## config.mk

```make
export PLATFORM = sky130hd
export DESIGN_NAME = btn_step_ctrl_flat
export DESIGN_NICKNAME = d
export VERILOG_FILES = /design/src/rtl/btn_step_if.sv /design/src/rtl/btn_step_ctrl.sv /design/src/flat_wrapper.sv
export SDC_FILE = /design/constraint.sdc
export NUM_CORES = 1
export LEC_CHECK = 0
export BUFFER_PORTS_ARGS = -buffer_cell sky130_fd_sc_hd__buf_2
export CAP_MARGIN = 20
export CORE_AREA = 2 2 39 41
export DETAILED_ROUTE_END_ITERATION = 8
export DIE_AREA = 0 0 41 43
export GPL_TIMING_DRIVEN = 0
export HOLD_SLACK_MARGIN = 0.03
export PLACE_DENSITY_LB_ADDON = 0.25
export SLEW_MARGIN = 20
export SYNTH_ARGS = -nofsm -noshare
export SYNTH_HDL_FRONTEND = slang
export SYNTH_SLANG_ARGS = --single-unit
export TNS_END_PERCENT = 50
```

## constraint.sdc

```tcl
create_clock -name clk -period 1.56 [get_ports clk]
set_input_delay 0.312 -clock clk [delete_from_list [all_inputs] [get_ports clk]]
set_output_delay 0.312 -clock clk [all_outputs]
set_load 0.03 [all_outputs]
```

## src/rtl/btn_step_if.sv

```systemverilog
// Button/step bus between the pushbutton controller and whatever drives and observes it.
// The slave side is the controller; the master side supplies the button and step controls.
interface btn_step_if #(
  parameter int unsigned WIDTH = 2
);
  logic             btn_raw;
  logic             up;
  logic             clr;
  logic             step;
  logic [WIDTH-1:0] count;
  logic             wrap;
  logic             pressed;

  modport master (
    output btn_raw, up, clr,
    input  step, count, wrap, pressed
  );

  modport slave (
    input  btn_raw, up, clr,
    output step, count, wrap, pressed
  );
endinterface

```

## src/rtl/btn_step_ctrl.sv

```systemverilog
// Debounced push-button step sequencer with auto-repeat.
// Owns the up/down count, so the count advances on clk rather than on the button.
module btn_step_ctrl #(
  parameter int unsigned WIDTH         = 2,
  parameter int unsigned DB_CYCLES     = 4,
  parameter int unsigned REPEAT_DELAY  = 8,
  parameter int unsigned REPEAT_PERIOD = 4
) (
  input logic      clk,
  input logic      rst,
  btn_step_if.slave bus
);

  localparam int unsigned MAX_AB = (DB_CYCLES > REPEAT_DELAY) ? DB_CYCLES : REPEAT_DELAY;
  localparam int unsigned MAX_P  = (MAX_AB > REPEAT_PERIOD) ? MAX_AB : REPEAT_PERIOD;
  localparam int unsigned TW     = (MAX_P > 1) ? $clog2(MAX_P) : 1;

  localparam logic [TW-1:0]    DB_LAST  = TW'(DB_CYCLES - 1);
  localparam logic [TW-1:0]    RD_LAST  = TW'(REPEAT_DELAY - 1);
  localparam logic [TW-1:0]    RP_LAST  = TW'(REPEAT_PERIOD - 1);
  localparam logic [WIDTH-1:0] CNT_MAX  = {WIDTH{1'b1}};

  typedef enum logic [2:0] {
    IDLE,
    PRESS_DB,
    HELD,
    REPEAT,
    REL_DB
  } state_t;

  state_t           state_q, state_d;
  logic [TW-1:0]    timer_q, timer_d;
  logic             sync1_q, s;
  logic             step_c;
  logic             step_q;
  logic [WIDTH-1:0] count_q;
  logic             wrap_q;
  logic             pressed_q;

  // Two-flop synchroniser for the asynchronous button
  always_ff @(posedge clk) begin
    if (rst) begin
      sync1_q <= 1'b0;
      s       <= 1'b0;
    end else begin
      sync1_q <= bus.btn_raw;
      s       <= sync1_q;
    end
  end

  // State and timer registers
  always_ff @(posedge clk) begin
    if (rst) begin
      state_q <= IDLE;
      timer_q <= '0;
    end else begin
      state_q <= state_d;
      timer_q <= timer_d;
    end
  end

  // Next-state, timer and step decision; a release always beats a timer expiry
  always_comb begin
    state_d = state_q;
    timer_d = timer_q + TW'(1);
    step_c  = 1'b0;
    case (state_q)
      IDLE: begin
        timer_d = '0;
        if (s) state_d = PRESS_DB;
      end
      PRESS_DB: begin
        if (!s) begin
          state_d = IDLE;
          timer_d = '0;
        end else if (timer_q == DB_LAST) begin
          state_d = HELD;
          timer_d = '0;
          step_c  = 1'b1;
        end
      end
      HELD: begin
        if (!s) begin
          state_d = REL_DB;
          timer_d = '0;
        end else if (timer_q == RD_LAST) begin
          state_d = REPEAT;
          timer_d = '0;
          step_c  = 1'b1;
        end
      end
      REPEAT: begin
        if (!s) begin
          state_d = REL_DB;
          timer_d = '0;
        end else if (timer_q == RP_LAST) begin
          timer_d = '0;
          step_c  = 1'b1;
        end
      end
      REL_DB: begin
        if (s) begin
          timer_d = '0;
        end else if (timer_q == DB_LAST) begin
          state_d = IDLE;
          timer_d = '0;
        end
      end
      default: begin
        state_d = IDLE;
        timer_d = '0;
      end
    endcase
  end

  // Step pulse, count/wrap update (clr wins over a step) and debounced level
  always_ff @(posedge clk) begin
    if (rst) begin
      step_q    <= 1'b0;
      count_q   <= '0;
      wrap_q    <= 1'b0;
      pressed_q <= 1'b0;
    end else begin
      step_q    <= step_c;
      pressed_q <= (state_d == HELD) || (state_d == REPEAT) || (state_d == REL_DB);
      if (bus.clr) begin
        count_q <= '0;
        wrap_q  <= 1'b0;
      end else if (step_c) begin
        count_q <= bus.up ? count_q + WIDTH'(1) : count_q - WIDTH'(1);
        wrap_q  <= bus.up ? (count_q == CNT_MAX) : (count_q == '0);
      end else begin
        wrap_q  <= 1'b0;
      end
    end
  end

  assign bus.step    = step_q;
  assign bus.count   = count_q;
  assign bus.wrap    = wrap_q;
  assign bus.pressed = pressed_q;

endmodule

```

## src/flat_wrapper.sv

```systemverilog
// flat-port wrapper written by rule: the top's interface ports become plain ports
module btn_step_ctrl_flat 
#(
  parameter int unsigned WIDTH         = 2,
  parameter int unsigned DB_CYCLES     = 4,
  parameter int unsigned REPEAT_DELAY  = 8,
  parameter int unsigned REPEAT_PERIOD = 4
)
  (clk, rst, bus_btn_raw, bus_up, bus_clr, bus_step, bus_count, bus_wrap, bus_pressed);
  btn_step_if #(.WIDTH(WIDTH)) bus_i ();
  input logic clk;
  input logic rst;
  input wire logic [$bits(bus_i.btn_raw)-1:0] bus_btn_raw;
  input wire logic [$bits(bus_i.up)-1:0] bus_up;
  input wire logic [$bits(bus_i.clr)-1:0] bus_clr;
  output wire logic [$bits(bus_i.step)-1:0] bus_step;
  output wire logic [$bits(bus_i.count)-1:0] bus_count;
  output wire logic [$bits(bus_i.wrap)-1:0] bus_wrap;
  output wire logic [$bits(bus_i.pressed)-1:0] bus_pressed;
  assign bus_i.btn_raw = bus_btn_raw;
  assign bus_i.up = bus_up;
  assign bus_i.clr = bus_clr;
  assign bus_step = bus_i.step;
  assign bus_count = bus_i.count;
  assign bus_wrap = bus_i.wrap;
  assign bus_pressed = bus_i.pressed;
  btn_step_ctrl #(.WIDTH(WIDTH), .DB_CYCLES(DB_CYCLES), .REPEAT_DELAY(REPEAT_DELAY), .REPEAT_PERIOD(REPEAT_PERIOD)) u_core (.clk(clk), .rst(rst), .bus(bus_i));
endmodule
```

==> flow_summary.rst, run 1 <==
.. list-table::
   :header-rows: 1

   * - Metric
     - Value
   * - Run status
     - completed
   * - Top Layer Used
     - met4
   * - Total power
     - between 0.5 and 0.6 mW
   * - Initial Utilization
     - 0.494
   * - Netlist cell types
     - 32
   * - Core ar.
     - approximately 1400 µm²
   * - Area enclosed by the die boundary
     - 1760 µm²
   * - Synth top area share
     - 0.381
   * - Number of flops mapped to enable cells by yosys
     - 0
   * - Synthesized instance count
     - 70
   * - Fraction of layout cells with a size suffix above 1
     - 0.277
   * - Via count of the routed design
     - about 510
   * - Buffer type at the clock tree root
     - sky130_fd_sc_hd__clkbuf_4
   * - Post-Route M1 WL
     - slightly above 500 µm
   * - Max FO, Critical Path
     - 3
   * - Met2 wirelength from detailed routing
     - roughly 520 µm
   * - Max_cap viols
     - 0
   * - Crit path kind
     - reg2reg
   * - Wire length of the first global-routing pass
     - around 1800 µm
   * - Num CTS Buffers
     - 3
   * - Die Wd
     - approximately 41 µm
   * - GR Util All Layers
     - 0.155
   * - Total iterations of the first detailed-routing run
     - 4
   * - Arrival time reported for the critical path endpoint
     - approximately 1.6 ns
   * - Buffers on Ports
     - 9
   * - Register Area
     - 260 µm²
   * - Non-Filler Instances
     - 99
   * - Final routed DRC violation total
     - 0
   * - Synth warn
     - 0
   * - Post-route cell area
     - between 700 and 800 µm²
   * - Critical Path Source Type
     - register
   * - Power Dens Cells
     - ~740 nW/µm²
   * - Top-level port count
     - 10
   * - Antenna violations before repair
     - 0
   * - Highest clock frequency the design can meet
     - approximately 700 MHz
   * - Nets
     - just over 90
   * - Worst clock skew
     - between 0.007 and 0.008 ns
   * - Final standard cell utilization of the core
     - 0.561
   * - Maximum number of pins on one net before global-route repair
     - 11
   * - Overall die height
     - around 43 µm
   * - Post-route setup slack
     - around 0.14 ns
   * - Worst hold slack
     - about 0.24 ns
   * - Share of the clock period used by the worst path
     - 0.913
   * - Synthesized area divided by synthesized cell count
     - between 9 and 10 µm²
   * - Total of fill cells in the finished design
     - ~140
   * - Area used by multi-input combinational logic
     - between 300 and 400 µm²
   * - Total routed wirelength
     - about 1100 µm
   * - Biggest area consumer among synthesized cells
     - sky130_fd_sc_hd__dfxtp_1
   * - CTS tree
     - yes
   * - CP Capture Type
     - register
   * - Worst ir drop on vdd
     - between 0.4 and 0.5 mV
   * - Setup repair bufs after CTS
     - 0
   * - Time the worst path needs with I/O delays and setup
     - between 1 and 1.5 ns
   * - Routability congestion estimate
     - between 0.6 and 0.7
   * - Ys async rst share
     - 0
   * - Dpl ws
     - approximately 0.14 ns
   * - Antenna Nets Post-Route
     - 0
   * - Number of hold-repair buffers added at the cts stage
     - 0
   * - Setup_tns
     - 0 ns
   * - Global route total overflow
     - 0
   * - #FFs+latches synth
     - 13
   * - Clk slew on worst S/H paths
     - 0.08 ns
   * - Slew of the pin with the lowest slew margin
     - ~0.4 ns
   * - Cell area reported after detailed placement
     - roughly 750 µm²
   * - Starting DRT DRC Count
     - 7
   * - Sum of net half-perimeters after detailed placement
     - 844 µm
   * - Mapped Nets
     - 79
   * - Vias in the first global route
     - ~450
   * - Synth Cell Area
     - between 600 and 700 µm²
   * - Number of failing hold endpoints at the final stage
     - 0
   * - Leading post-synthesis cells by cell area
     - sky130_fd_sc_hd__dfxtp_1 38%, sky130_fd_sc_hd__ha_1 7.3%, sky130_fd_sc_hd__nor3b_2 3.7%, sky130_fd_sc_hd__nor4b_4 3.5%, sky130_fd_sc_hd__buf_6 3.3%
   * - Flip-flop cell with the highest count after synthesis
     - sky130_fd_sc_hd__dfxtp_1
   * - Setup Viol. Count Final
     - 0
   * - Count of pins over their slew limit
     - 0
   * - Number of diodes
     - 0
   * - Leak Pwr
     - between 0.3 and 0.4 nW
   * - Worst slew margin
     - 0.737
   * - Vias/cell
     - between 5 and 6
   * - RSZ-0062 raised after global routing
     - no
   * - Path category of the worst min-delay check
     - in2reg
   * - Area Growth Syn to Fin
     - 13.6%
   * - Clock Latency Late Sink
     - 0.28 ns
   * - Clock Tree Buf Depth
     - 2
   * - Number of core rows
     - 14
   * - Count of clock tree sinks
     - 13
   * - Number of gates resized after CTS
     - 0
   * - Register area share after synthesis
     - 0.381
   * - Req. time, crit path
     - 1.75 ns
   * - Placed Cells
     - between 90 and 100
   * - Post-detailed-route wirelength per cell
     - around 11 µm
   * - CTS H-Tree Depth
     - 1
   * - Routed wire length on met3
     - approximately 43 µm
metal layers:
layer  track usage  vias up
li1              -      268
met2         0.231       10
met3        0.0471        5
met4         0.100        0
met1         0.181      230
met5             0        -
registers in the layout, indices dropped and copies added (netlist names):
register and cells:
u_core.sync1_q 1, u_core.state_q 3, u_core.timer_q 3, u_core.s 1, u_core.bus.count 2, u_core.bus.wrap 1, u_core.bus.pressed 1, u_core.bus.step 1
cell usage after synthesis, types with 2 or more instances:
cell type / number
sky130_fd_sc_hd__a211oi_1: 2
sky130_fd_sc_hd__a21oi_1: 4
sky130_fd_sc_hd__buf_6: 2
sky130_fd_sc_hd__dfxtp_1: 13
sky130_fd_sc_hd__ha_1: 4
sky130_fd_sc_hd__inv_1: 4
sky130_fd_sc_hd__mux2i_1: 2
sky130_fd_sc_hd__nand2_1: 5
sky130_fd_sc_hd__nor2_1: 4
sky130_fd_sc_hd__nor2b_1: 3
sky130_fd_sc_hd__nor3_1: 2
sky130_fd_sc_hd__nor3b_2: 2
sky130_fd_sc_hd__o21ai_0: 3
sky130_fd_sc_hd__or3_1: 2
critical path, cell delays in order, from the launching register on:
cell	delay, ns
sky130_fd_sc_hd__dfxtp_1	0.32
sky130_fd_sc_hd__ha_1	0.23
sky130_fd_sc_hd__ha_1	0.24
sky130_fd_sc_hd__nor3b_2	0.21
sky130_fd_sc_hd__nand2_1	0.10
sky130_fd_sc_hd__a211oi_1	0.23
final timing paths:
path,startpoint,to,slack [ns],depth (start not counted)
min,bus_btn_raw,u_core.sync1_q,0.24,2
min reg2reg,u_core.timer_q[0],u_core.timer_q[0],0.44,1
max,u_core.timer_q[0],u_core.timer_q[1],0.14,5
max reg2reg,u_core.timer_q[0],u_core.timer_q[1],0.14,5
power by group:
| group | leakage [nW] | internal, mW | switching, mW |
|---|---|---|---|
| registers | 0.105 | 0.335 | 0.00315 |
| clock network | 0.0177 | 0.0953 | 0.114 |
| logic | 0.233 | 0.0121 | 0.0134 |
| total | 0.355 | 0.442 | 0.130 |
final cells by class:
type	count	area share
inverters	4	0.0194
plain buffers	3	0.0339
repair buffers	9	0.0581
flip-flops and latches	13	0.335
clock inverters	1	0.00645
clock buffers	3	0.0290
multi-input cells	50	0.492
well taps	16	0.0258
logic make-up (layout without fill, tap and decap cells):
| logic type | Yosys count | count (layout) | share of synthesized area |
|---|---|---|---|
| AO/OA/AOI/OAI | 15 | 15 | 0.150 |
| XOR/XNOR | 1 | 1 | 0.0128 |
| adder cells (fa/ha/maj) | 4 | 4 | 0.0733 |
| buffers and inverters | 7 | 20 | 0.0604 |
| flip-flops | 13 | 13 | 0.381 |
| multiplexers | 2 | 2 | 0.0293 |
| AND/OR/NAND/NOR | 28 | 28 | 0.293 |
cells in the final DEF, fill, tap and decap left out:
| master | instances |
|---|---|
| sky130_fd_sc_hd__clkbuf_1 | 1 |
| sky130_fd_sc_hd__a211oi_2 | 1 |
| sky130_fd_sc_hd__buf_2 | 9 |
| sky130_fd_sc_hd__nor4_1 | 1 |
| sky130_fd_sc_hd__ha_1 | 4 |
| sky130_fd_sc_hd__nor4b_4 | 1 |
| sky130_fd_sc_hd__o21bai_1 | 1 |
| sky130_fd_sc_hd__clkbuf_4 | 3 |
| sky130_fd_sc_hd__and2_1 | 1 |
| sky130_fd_sc_hd__nand2b_1 | 1 |
| sky130_fd_sc_hd__or2_2 | 1 |
| sky130_fd_sc_hd__a31oi_1 | 1 |
| sky130_fd_sc_hd__o21ba_2 | 1 |
| sky130_fd_sc_hd__nand3b_4 | 1 |
| sky130_fd_sc_hd__nand2_1 | 5 |
| sky130_fd_sc_hd__and3_1 | 1 |
| sky130_fd_sc_hd__inv_1 | 4 |
| sky130_fd_sc_hd__or3_1 | 2 |
| sky130_fd_sc_hd__nor3b_2 | 2 |
| sky130_fd_sc_hd__buf_6 | 2 |
| sky130_fd_sc_hd__a21oi_1 | 4 |
| sky130_fd_sc_hd__mux2i_1 | 2 |
| sky130_fd_sc_hd__xor2_1 | 1 |
| sky130_fd_sc_hd__dfxtp_1 | 13 |
| sky130_fd_sc_hd__or3b_1 | 1 |
| sky130_fd_sc_hd__nor3_1 | 2 |
| sky130_fd_sc_hd__a21o_1 | 1 |
| sky130_fd_sc_hd__nor3b_1 | 1 |
| sky130_fd_sc_hd__nor2_1 | 4 |
| sky130_fd_sc_hd__a211oi_1 | 2 |
| sky130_fd_sc_hd__and3b_1 | 1 |
| sky130_fd_sc_hd__clkinv_2 | 1 |
| sky130_fd_sc_hd__o21ai_2 | 1 |
| sky130_fd_sc_hd__nor2b_1 | 3 |
| sky130_fd_sc_hd__o21ai_0 | 3 |
Note: power is estimated with default switching activity, not from simulation.
==> inputs of run 2 (changes only) <==
--- a/config.mk
+++ b/config.mk
@@ -7,9 +7,9 @@
 export LEC_CHECK = 0
 export BUFFER_PORTS_ARGS = -buffer_cell sky130_fd_sc_hd__buf_2
 export CAP_MARGIN = 20
-export CORE_AREA = 2 2 39 41
+export CORE_MARGIN = 1
+export CORE_UTILIZATION = 48
 export DETAILED_ROUTE_END_ITERATION = 8
-export DIE_AREA = 0 0 41 43
 export GPL_TIMING_DRIVEN = 0
 export HOLD_SLACK_MARGIN = 0.03
 export PLACE_DENSITY_LB_ADDON = 0.25
==> run 2 against run 1 <==
Net effect:
- setup slack better by 0.014 ns
- via count down 3.1%
- clock skew is 0.0056 ns lower
- power rose by 0.41%
- highest routed layer is now met3
- fmax rose by 1.0%
- wire length increased by 4.7%
- hold slack better by 0.013 ns
- count of clock-buffer cells in the layout grew 1
- critical path type unchanged
- sequential power about the same
- register-to-register slack barely moved
==> flow_summary.rst, run 2 (synthesis gave the netlist of run 1 again) <==
.. list-table::
   :header-rows: 1

   * - Metric
     - Value
   * - Number of stages on the worst setup path
     - 5
   * - Category of cells accounting for the largest share of critical-path delay
     - adder cells
   * - Starting DRT DRC Count
     - 9
   * - Max_cap viols
     - 0
   * - Clk slew on worst S/H paths
     - about 0.08 ns
   * - Leak Pwr
     - approximately 0.35 nW
   * - Overall die height
     - approximately 40 µm
   * - Launch point of the worst hold path
     - bus_btn_raw
   * - Top Layer Used
     - met3
   * - Most used cells in the layout excluding fill and tap cells
     - 13 x sky130_fd_sc_hd__dfxtp_1, 9 x sky130_fd_sc_hd__buf_2, 5 x sky130_fd_sc_hd__nand2_1
   * - CP peak stage delay
     - ~0.32 ns
   * - Worst clock skew
     - 0.00218 ns
   * - Antenna violations before repair
     - 0
   * - Req. time, crit path
     - approximately 1.8 ns
   * - Worst slew margin
     - 0.721
   * - CP startpoint
     - u_core.timer_q[0]
   * - Maximum number of pins on one net before global-route repair
     - 11
   * - Clock Latency Late Sink
     - around 0.27 ns
   * - GR Util All Layers
     - 0.188
   * - Hold path cells
     - 2
   * - Power Dens Cells
     - 743 nW/µm²
   * - Routed wire length on met3
     - 28 µm
   * - Clock Tree Buf Depth
     - 2
   * - Share of the clock period used by the worst path
     - 0.904
   * - R2r startpoint
     - u_core.timer_q[0]
   * - Area enclosed by the die boundary
     - ~1600 µm²
   * - Met2 wirelength from detailed routing
     - roughly 560 µm
   * - Number of failing hold endpoints at the final stage
     - 0
   * - Total power
     - about 0.57 mW
   * - Setup repair bufs after CTS
     - 0
   * - Time the worst path needs with I/O delays and setup
     - roughly 1.4 ns
   * - Crit path kind
     - reg2reg
   * - Post-Route M1 WL
     - a little under 600 µm
   * - Depth of the worst register-to-register path
     - 5
   * - Vias in the first global route
     - 420
   * - Via count of the routed design
     - slightly below 500
   * - Count of clock tree sinks
     - 13
   * - Setup_tns
     - 0 ns
   * - RSZ-0062 raised after global routing
     - no
   * - Top-level port count
     - 10
   * - Final routed DRC violation total
     - 0
   * - Nets
     - 93
   * - Arrival time reported for the critical path endpoint
     - around 1.6 ns
   * - Max FO, Critical Path
     - 3
   * - Initial Utilization
     - 0.519
   * - Highest clock frequency the design can meet
     - around 710 MHz
   * - Max stage delay cell, worst path
     - sky130_fd_sc_hd__dfxtp_1
   * - Run status
     - completed
   * - Cell seen most often among critical-path stages
     - sky130_fd_sc_hd__ha_1
   * - Critical Path Source Type
     - register
   * - Post-detailed-route wirelength per cell
     - ~12 µm
   * - Num CTS Buffers
     - 3
   * - Slew of the pin with the lowest slew margin
     - ~0.42 ns
   * - Die Wd
     - 39.7 µm
   * - Most common library cell in the layout ignoring fill and taps
     - sky130_fd_sc_hd__dfxtp_1
   * - Antenna Nets Post-Route
     - 0
   * - Count of pins over their slew limit
     - 0
   * - Path category of the worst min-delay check
     - in2reg
   * - CTS H-Tree Depth
     - 1
   * - Total iterations of the first detailed-routing run
     - 3
   * - Area Growth Syn to Fin
     - 13.2%
   * - Sum of net half-perimeters after detailed placement
     - ~830 µm
   * - Buffers on Ports
     - 9
   * - Fraction of layout cells with a size suffix above 1
     - 0.265
   * - Total routed wirelength
     - approximately 1200 µm
   * - Routability congestion estimate
     - approximately 0.67
   * - Number of diodes
     - 0
   * - Setup Viol. Count Final
     - 0
   * - Global route total overflow
     - 0
   * - CP Capture Type
     - register
   * - Cells along the critical path
     - ha_1, ha_1, nor3b_2, nand2_1, a211oi_1
   * - Worst ir drop on vdd
     - around 0.46 mV
   * - Count of buffering cells on the critical path with inverters included
     - 0
   * - Vias/cell
     - 5.07
   * - Number of gates resized after CTS
     - 0
   * - Total of fill cells in the finished design
     - approximately 120
   * - Core ar.
     - ~1300 µm²
   * - Number of hold-repair buffers added at the cts stage
     - 0
   * - Number of core rows
     - 13
   * - Buffer type at the clock tree root
     - sky130_fd_sc_hd__clkbuf_4
   * - Wire length of the first global-routing pass
     - around 1800 µm
   * - CTS tree
     - yes
run 2: cell types whose count changed in the layout (fill, tap and decap cells not counted):
| cell | previous run | this run |
|---|---|---|
| sky130_fd_sc_hd__clkinv_2 | 1 | 0 |
| sky130_fd_sc_hd__clkbuf_1 | 1 | 2 |
run 2: cell type report:
type | count | area (µm²) | share of cell area
sequential | 13 | 260 | 0.337
buffer | 3 | 26.3 | 0.0340
timing repair buffer | 9 | 45.0 | 0.0583
multi-input combinational | 50 | 382 | 0.494
tap | 15 | 18.8 | 0.0243
clock buffer | 4 | 26.3 | 0.0340
inverter | 4 | 15.0 | 0.0194
run 2: routing by layer:
metal	vias to the layer above	track usage
li1	268	-
met1	222	0.215
met2	7	0.287
met3	0	0.0852
met4	0	0.103
met5	-	0
run 2: final timing paths:
check                       to  slack (ns)
max reg2reg  u_core.timer_q[0]        0.15
min             u_core.sync1_q        0.25
max          u_core.timer_q[0]        0.15
min reg2reg  u_core.timer_q[0]        0.44
run 2: report_power, final:
part	switching, mW	leakage [nW]	internal [mW]	total (mW)
clock network	0.111	0.0150	0.0991	0.210
logic	0.0142	0.233	0.0121	0.0263
registers	0.00334	0.105	0.335	0.338
run 2: per-stage QoR:
step	cells	setup slack (ns)	hold slack (ns)	instance area [µm²]	utilization
2_1_floorplan	70	0.279	0.400	683	-
3_3_place_gp	94	0.180	0.416	747	0.567
3_5_place_dp	94	0.165	0.423	747	0.567
4_1_cts	98	0.135	0.242	773	0.587
5_1_grt	98	0.0151	0.247	773	0.587
6_report	98	0.149	0.248	773	0.587
